### src/rtl/mips_multicycle_ctrl.sv
// Main control FSM for the multicycle MIPS datapath.
// Sequences fetch/decode/execute/memory/writeback and decodes every datapath
// select, strobe and the ALU operation code from the current state.
module mips_multicycle_ctrl #(
  parameter logic [3:0] RESET_STATE = 4'd0
) (
  input  logic       clk,
  input  logic       reset,
  input  logic [5:0] op,
  input  logic [5:0] funct,
  input  logic       zero,
  output logic [2:0] alu_op,
  output logic       alu_src_a,
  output logic [1:0] alu_src_b,
  output logic [1:0] pc_src,
  output logic       iord,
  output logic       ir_write,
  output logic       mem_write,
  output logic       reg_write,
  output logic       reg_dst,
  output logic       mem_to_reg,
  output logic       pc_en,
  output logic       retire,
  output logic [3:0] state
);

  typedef enum logic [3:0] {
    FETCH    = 4'd0,
    DECODE   = 4'd1,
    MEMADR   = 4'd2,
    MEMREAD  = 4'd3,
    MEMWB    = 4'd4,
    MEMWRITE = 4'd5,
    EXECUTE  = 4'd6,
    ALUWB    = 4'd7,
    BEQ      = 4'd8,
    ADDIEXEC = 4'd9,
    ADDIWB   = 4'd10,
    JUMP     = 4'd11
  } state_e;

  localparam logic [5:0] OP_RTYPE = 6'b000000;
  localparam logic [5:0] OP_LW    = 6'b100011;
  localparam logic [5:0] OP_SW    = 6'b101011;
  localparam logic [5:0] OP_BEQ   = 6'b000100;
  localparam logic [5:0] OP_ADDI  = 6'b001000;
  localparam logic [5:0] OP_J     = 6'b000010;

  state_e     state_q, state_d;
  state_e     dec_s;
  logic [2:0] funct_alu;
  logic       funct_ok;
  logic       pc_write;
  logic       branch;

  assign state = state_q;

  // State register with synchronous reset.
  always_ff @(posedge clk) begin
    if (reset) state_q <= state_e'(RESET_STATE);
    else       state_q <= state_d;
  end

  // Next-state sequencing.
  always_comb begin
    state_d = FETCH;
    case (state_q)
      FETCH:    state_d = DECODE;
      DECODE: begin
        case (op)
          OP_LW, OP_SW: state_d = MEMADR;
          OP_RTYPE:     state_d = EXECUTE;
          OP_BEQ:       state_d = BEQ;
          OP_ADDI:      state_d = ADDIEXEC;
          OP_J:         state_d = JUMP;
          default:      state_d = FETCH;
        endcase
      end
      MEMADR:   state_d = (op == OP_SW) ? MEMWRITE : MEMREAD;
      MEMREAD:  state_d = MEMWB;
      EXECUTE:  state_d = ALUWB;
      ADDIEXEC: state_d = ADDIWB;
      default:  state_d = FETCH;
    endcase
  end

  // R-type function decode to ALU code, plus legality for writeback.
  always_comb begin
    funct_alu = 3'b010;
    funct_ok  = 1'b1;
    case (funct)
      6'b100000: funct_alu = 3'b010;
      6'b100010: funct_alu = 3'b110;
      6'b100100: funct_alu = 3'b000;
      6'b100101: funct_alu = 3'b001;
      6'b101010: funct_alu = 3'b111;
      default:   funct_ok  = 1'b0;
    endcase
  end

  // Output decode; reset shows FETCH selects with every strobe suppressed.
  always_comb begin
    dec_s      = reset ? FETCH : state_q;
    alu_op     = 3'b010;
    alu_src_a  = 1'b0;
    alu_src_b  = 2'b00;
    pc_src     = 2'b00;
    iord       = 1'b0;
    ir_write   = 1'b0;
    mem_write  = 1'b0;
    reg_write  = 1'b0;
    reg_dst    = 1'b0;
    mem_to_reg = 1'b0;
    retire     = 1'b0;
    pc_write   = 1'b0;
    branch     = 1'b0;
    case (dec_s)
      FETCH: begin
        alu_src_b = 2'b01;
        ir_write  = 1'b1;
        pc_write  = 1'b1;
      end
      DECODE: begin
        alu_src_b = 2'b11;
        case (op)
          OP_LW, OP_SW, OP_RTYPE, OP_BEQ, OP_ADDI, OP_J: retire = 1'b0;
          default:                                       retire = 1'b1;
        endcase
      end
      MEMADR: begin
        alu_src_a = 1'b1;
        alu_src_b = 2'b10;
      end
      MEMREAD:  iord = 1'b1;
      MEMWB: begin
        mem_to_reg = 1'b1;
        reg_write  = 1'b1;
        retire     = 1'b1;
      end
      MEMWRITE: begin
        iord      = 1'b1;
        mem_write = 1'b1;
        retire    = 1'b1;
      end
      EXECUTE: begin
        alu_src_a = 1'b1;
        alu_op    = funct_alu;
      end
      ALUWB: begin
        reg_dst   = 1'b1;
        reg_write = funct_ok;
        retire    = 1'b1;
      end
      BEQ: begin
        alu_src_a = 1'b1;
        alu_op    = 3'b110;
        pc_src    = 2'b01;
        branch    = 1'b1;
        retire    = 1'b1;
      end
      ADDIEXEC: begin
        alu_src_a = 1'b1;
        alu_src_b = 2'b10;
      end
      ADDIWB: begin
        reg_write = 1'b1;
        retire    = 1'b1;
      end
      JUMP: begin
        pc_src   = 2'b10;
        pc_write = 1'b1;
        retire   = 1'b1;
      end
      default: ;
    endcase
    pc_en = pc_write | (branch & zero);
    if (reset) begin
      ir_write  = 1'b0;
      pc_en     = 1'b0;
      mem_write = 1'b0;
      reg_write = 1'b0;
      retire    = 1'b0;
    end
  end

endmodule

### config.mk
export PLATFORM = sky130hd
export DESIGN_NAME = mips_multicycle_ctrl
export DESIGN_NICKNAME = d
export VERILOG_FILES = /design/src/rtl/mips_multicycle_ctrl.sv
export SDC_FILE = /design/constraint.sdc
export NUM_CORES = 1
export LEC_CHECK = 0
export CAP_MARGIN = 20
export CORE_UTILIZATION = 30
export CTS_BUF_LIST = sky130_fd_sc_hd__clkbuf_4
export DETAILED_ROUTE_END_ITERATION = 10
export PLACE_DENSITY_LB_ADDON = 0.08
export REMOVE_ABC_BUFFERS = 1
export SYNTH_ARGS = -nofsm -noshare
export SYNTH_HDL_FRONTEND = slang
export SYNTH_SLANG_ARGS = --single-unit
### constraint.sdc
create_clock -name clk -period 2.2 [get_ports clk]
set_input_delay 0.55 -clock clk [delete_from_list [all_inputs] [get_ports clk]]
set_output_delay 0.55 -clock clk [all_outputs]
set_load 0.01 [all_outputs]
==> parameters.txt <==
Parameter                              Value

CTS
  Clock slew at reported path FFs ... 0.04 ns
  Total number of H-tree levels ... 1
  Root Buffer Master ... sky130_fd_sc_hd__clkbuf_4
  CTS buffer count ... 3
  Worst-Skew Late Latency ... 0.23 ns
  Clock sinks ... 4
  Clock buffer depth ... 2
  Clock tree from TritonCTS ... yes

Flow run
  Maximum Capacitance Violations ... 0

Finish
  Final core occ ... 73.7%
  Fillers ... 136
  Fraction of final layout cells sized beyond drive strength 1 ... 40.8%
  Number of nets in the layout ... 164
  Register area ... 81.3 um^2
  Synthesis-to-finish area growth ... 117%
  Area occupied by multi-input gates ... 499 um^2
  Most common cell after layout, fill and taps aside ... sky130_fd_sc_hd__buf_4
  Area of all placed cells without fillers ... 0.00117 mm^2
  Count of antenna diodes in the layout ... 0
  Final standard cell count with taps included and fillers excluded ... 171
  Number of flip-flops under the largest register name ... 4
  Leading cell types in the layout, fill and taps excluded ... 29 x sky130_fd_sc_hd__buf_4, 16 x sky130_fd_sc_hd__dlygate4sd2_1, 9 x sky130_fd_sc_hd__nor2_1

Logic synthesis
  EDFF count, synth ... 0
  Async S/R FF share, synth ... 0%
  Total standard cell area after synthesis ... 542 um^2
  Cell taking the most area after synthesis ... sky130_fd_sc_hd__dfxtp_1
  Top area cells in the synthesized netlist ... sky130_fd_sc_hd__dfxtp_1 15%, sky130_fd_sc_hd__nor2_1 7.6%, sky130_fd_sc_hd__nor3_1 6.5%
  Leading register cell type out of synthesis ... sky130_fd_sc_hd__dfxtp_1
  Synth cell types ... 32
  Share of the synthesized area in the top cell type ... 14.8%
  Synthesized area divided by synthesized cell count ... 6.53 um^2
  Total of flip-flops plus latches after synthesis ... 4
  Instance count of the mapped netlist ... 83
  Register area share after synthesis ... 14.8%
  Count of synthesis-stage warnings from yosys ... 0

Pwr
  Peak supply drop ... 0.280 mV
  Final total power ... 0.301 mW
  Power Dens Cells ... 256 mW/mm^2
  Leakage component of the power ... 0.527 nW

Floorplan
  Die Span X ... 44.5 um
  Area of the core ... 0.00159 mm^2
  Die boundary height ... 44.5 um
  Top-Level Pins ... 35
  Effective utilization at floorplan ... 34.0%
  Floorplan die area ... 0.00198 mm^2
  Number of standard-cell rows in the floorplan ... 14

Route
  Routed met2 length ... 1050 um
  Wirelength, routed ... 2070 um
  DRT Pass-1 Iters ... 4
  Via count ... 838
  Top layer used by detailed routing ... met4
  Met3 WL post-DR ... 106 um
  Initial drt markers ... 16
  Average wire length per cell after detail routing ... 12.1 um
  Residual antenna-violating net count after detailed routing ... 0
  Post-detailed-route via-to-cell ratio ... 4.90
  Total DRC errors in the routed layout ... 0
  Routed met1 length ... 892 um

Place
  Placed Instances ... 160
  Gp weighted congestion ... 0.861
  Total of buffers placed on input and output ports ... 34
  Half-perimeter wire length after placement ... 1500 um
  Total placed instance area ... 0.00107 mm^2
  Pre-CTS setup slack ... -0.582 ns

Timing
  Max-slew violation count ... 0
  Final Skew ... 0.00154 ns
  Total Negative Setup Slacks ... 0 ns
  Number of setup violations in the final report ... 0
  Share of the cycle needed by the critical path after routing ... 98.8%
  Worst hold margin ... 0.565 ns
  Final count of hold timing violations ... 0
  Worst Tran Pin Value ... 0.268 ns
  Highest attainable clock frequency ... 460 MHz
  Min Tclk post-route ... 2.17 ns
  Worst slew margin relative to its limit ... 81.9%
  Final Worst Setup Slack ... 0.0254 ns

Critical path
  Sort of element at the end of the critical path ... register
  WP data required ... 2.34 ns
  Worst path arrival time ... 2.31 ns
  Start-to-end type of the worst setup path ... in -> reg
  Startpoint Class ... input pin
  Largest fanout of any net on the critical path ... 4

Run status
  Run status ... finished clean

Global route
  Overall overflow remaining after global route ... 0
  Vias in the first global route ... 744
  All-Layer GR Usage ... 20.8%
  Pin count of the biggest net entering global routing ... 11
  First-pass GRT wire length ... 3130 um
  Initial antenna violation count ... 0

Hold path
  Worst hold-check path type ... reg -> reg
==> synthesized netlist by cell type, types with 2 or more instances <==
cell / count
sky130_fd_sc_hd__nor2_1: 11
sky130_fd_sc_hd__nor3_1: 7
sky130_fd_sc_hd__nand2_1: 6
sky130_fd_sc_hd__dfxtp_1: 4
sky130_fd_sc_hd__inv_1: 4
sky130_fd_sc_hd__nand2b_1: 4
sky130_fd_sc_hd__nand3_1: 4
sky130_fd_sc_hd__a21oi_1: 3
sky130_fd_sc_hd__buf_2: 3
sky130_fd_sc_hd__nor2b_1: 3
sky130_fd_sc_hd__o21ai_0: 3
sky130_fd_sc_hd__xor2_1: 3
sky130_fd_sc_hd__a211oi_1: 2
sky130_fd_sc_hd__a31oi_1: 2
sky130_fd_sc_hd__and3_1: 2
sky130_fd_sc_hd__clkbuf_1: 2
sky130_fd_sc_hd__mux2i_1: 2
sky130_fd_sc_hd__nor3b_1: 2
sky130_fd_sc_hd__nor4_1: 2
sky130_fd_sc_hd__o2111ai_1: 2
==> path summary, 6_finish.rpt <==
check / from / endpoint / slack (ns) / depth (start not counted)
setup / recovery: op[5] / state[3]$_SDFF_PP0_ / 0.03 / 11
hold / removal: state[3]$_SDFF_PP0_ / state[3]$_SDFF_PP0_ / 0.56 / 2
setup reg to reg: state[1]$_SDFF_PP0_ / state[0]$_SDFF_PP0_ / 1.16 / 4
hold reg to reg: state[3]$_SDFF_PP0_ / state[3]$_SDFF_PP0_ / 0.56 / 2
==> kinds of logic (layout without fill, tap and decap cells) <==
group / Yosys count / after routing / share of synthesized area (%)
simple gates: 44 / 44 / 41.3
buf+inv: 9 / 73 / 6.93
xor+xnor: 3 / 3 / 4.85
mux: 2 / 2 / 3.70
flops: 4 / 4 / 14.8
compound gates: 21 / 21 / 28.4
==> worst max-delay path: stages <==
cell and delay [ns]:
sky130_fd_sc_hd__dlygate4sd2_1 0.29, sky130_fd_sc_hd__nor3_2 0.14, sky130_fd_sc_hd__o211ai_1 0.13, sky130_fd_sc_hd__buf_4 0.15, sky130_fd_sc_hd__buf_4 0.12, sky130_fd_sc_hd__buf_4 0.12
sky130_fd_sc_hd__buf_4 0.12, sky130_fd_sc_hd__buf_4 0.12, sky130_fd_sc_hd__buf_4 0.12, sky130_fd_sc_hd__buf_4 0.13, sky130_fd_sc_hd__a2111oi_4 0.32
==> where the power goes <==
part / leakage [nW] / internal (mW) / switching, mW
logic: 0.481 / 0.0726 / 0.0578
registers: 0.0328 / 0.0755 / 0.00521
clock network: 0.0138 / 0.0610 / 0.0290
==> metal layers <==
metal,vias to the layer above,GRT usage [%]
met4,0,3.64
met2,26,38.2
met5,-,0
met1,374,25.1
met3,2,3.67
li1,436,-
==> layout make-up <==
| cell class | instances | area share, % |
|---|---|---|
| Clock buffer | 3 | 1.92 |
| Inverter | 4 | 1.28 |
| Multi-Input combinational cell | 70 | 42.5 |
| Sequential cell | 4 | 6.92 |
| Tap cell | 24 | 2.56 |
| Timing Repair Buffer | 66 | 44.8 |
==> what timing repair did <==
action,in CTS,in global routing
buffers inserted,7,1
setup endpoints to repair,16,9
pin swaps,5,8
hold buffers,0,0
cloned,0,0
resized for setup,51,25
No activity file was read; power rests on OpenSTA's default activity.
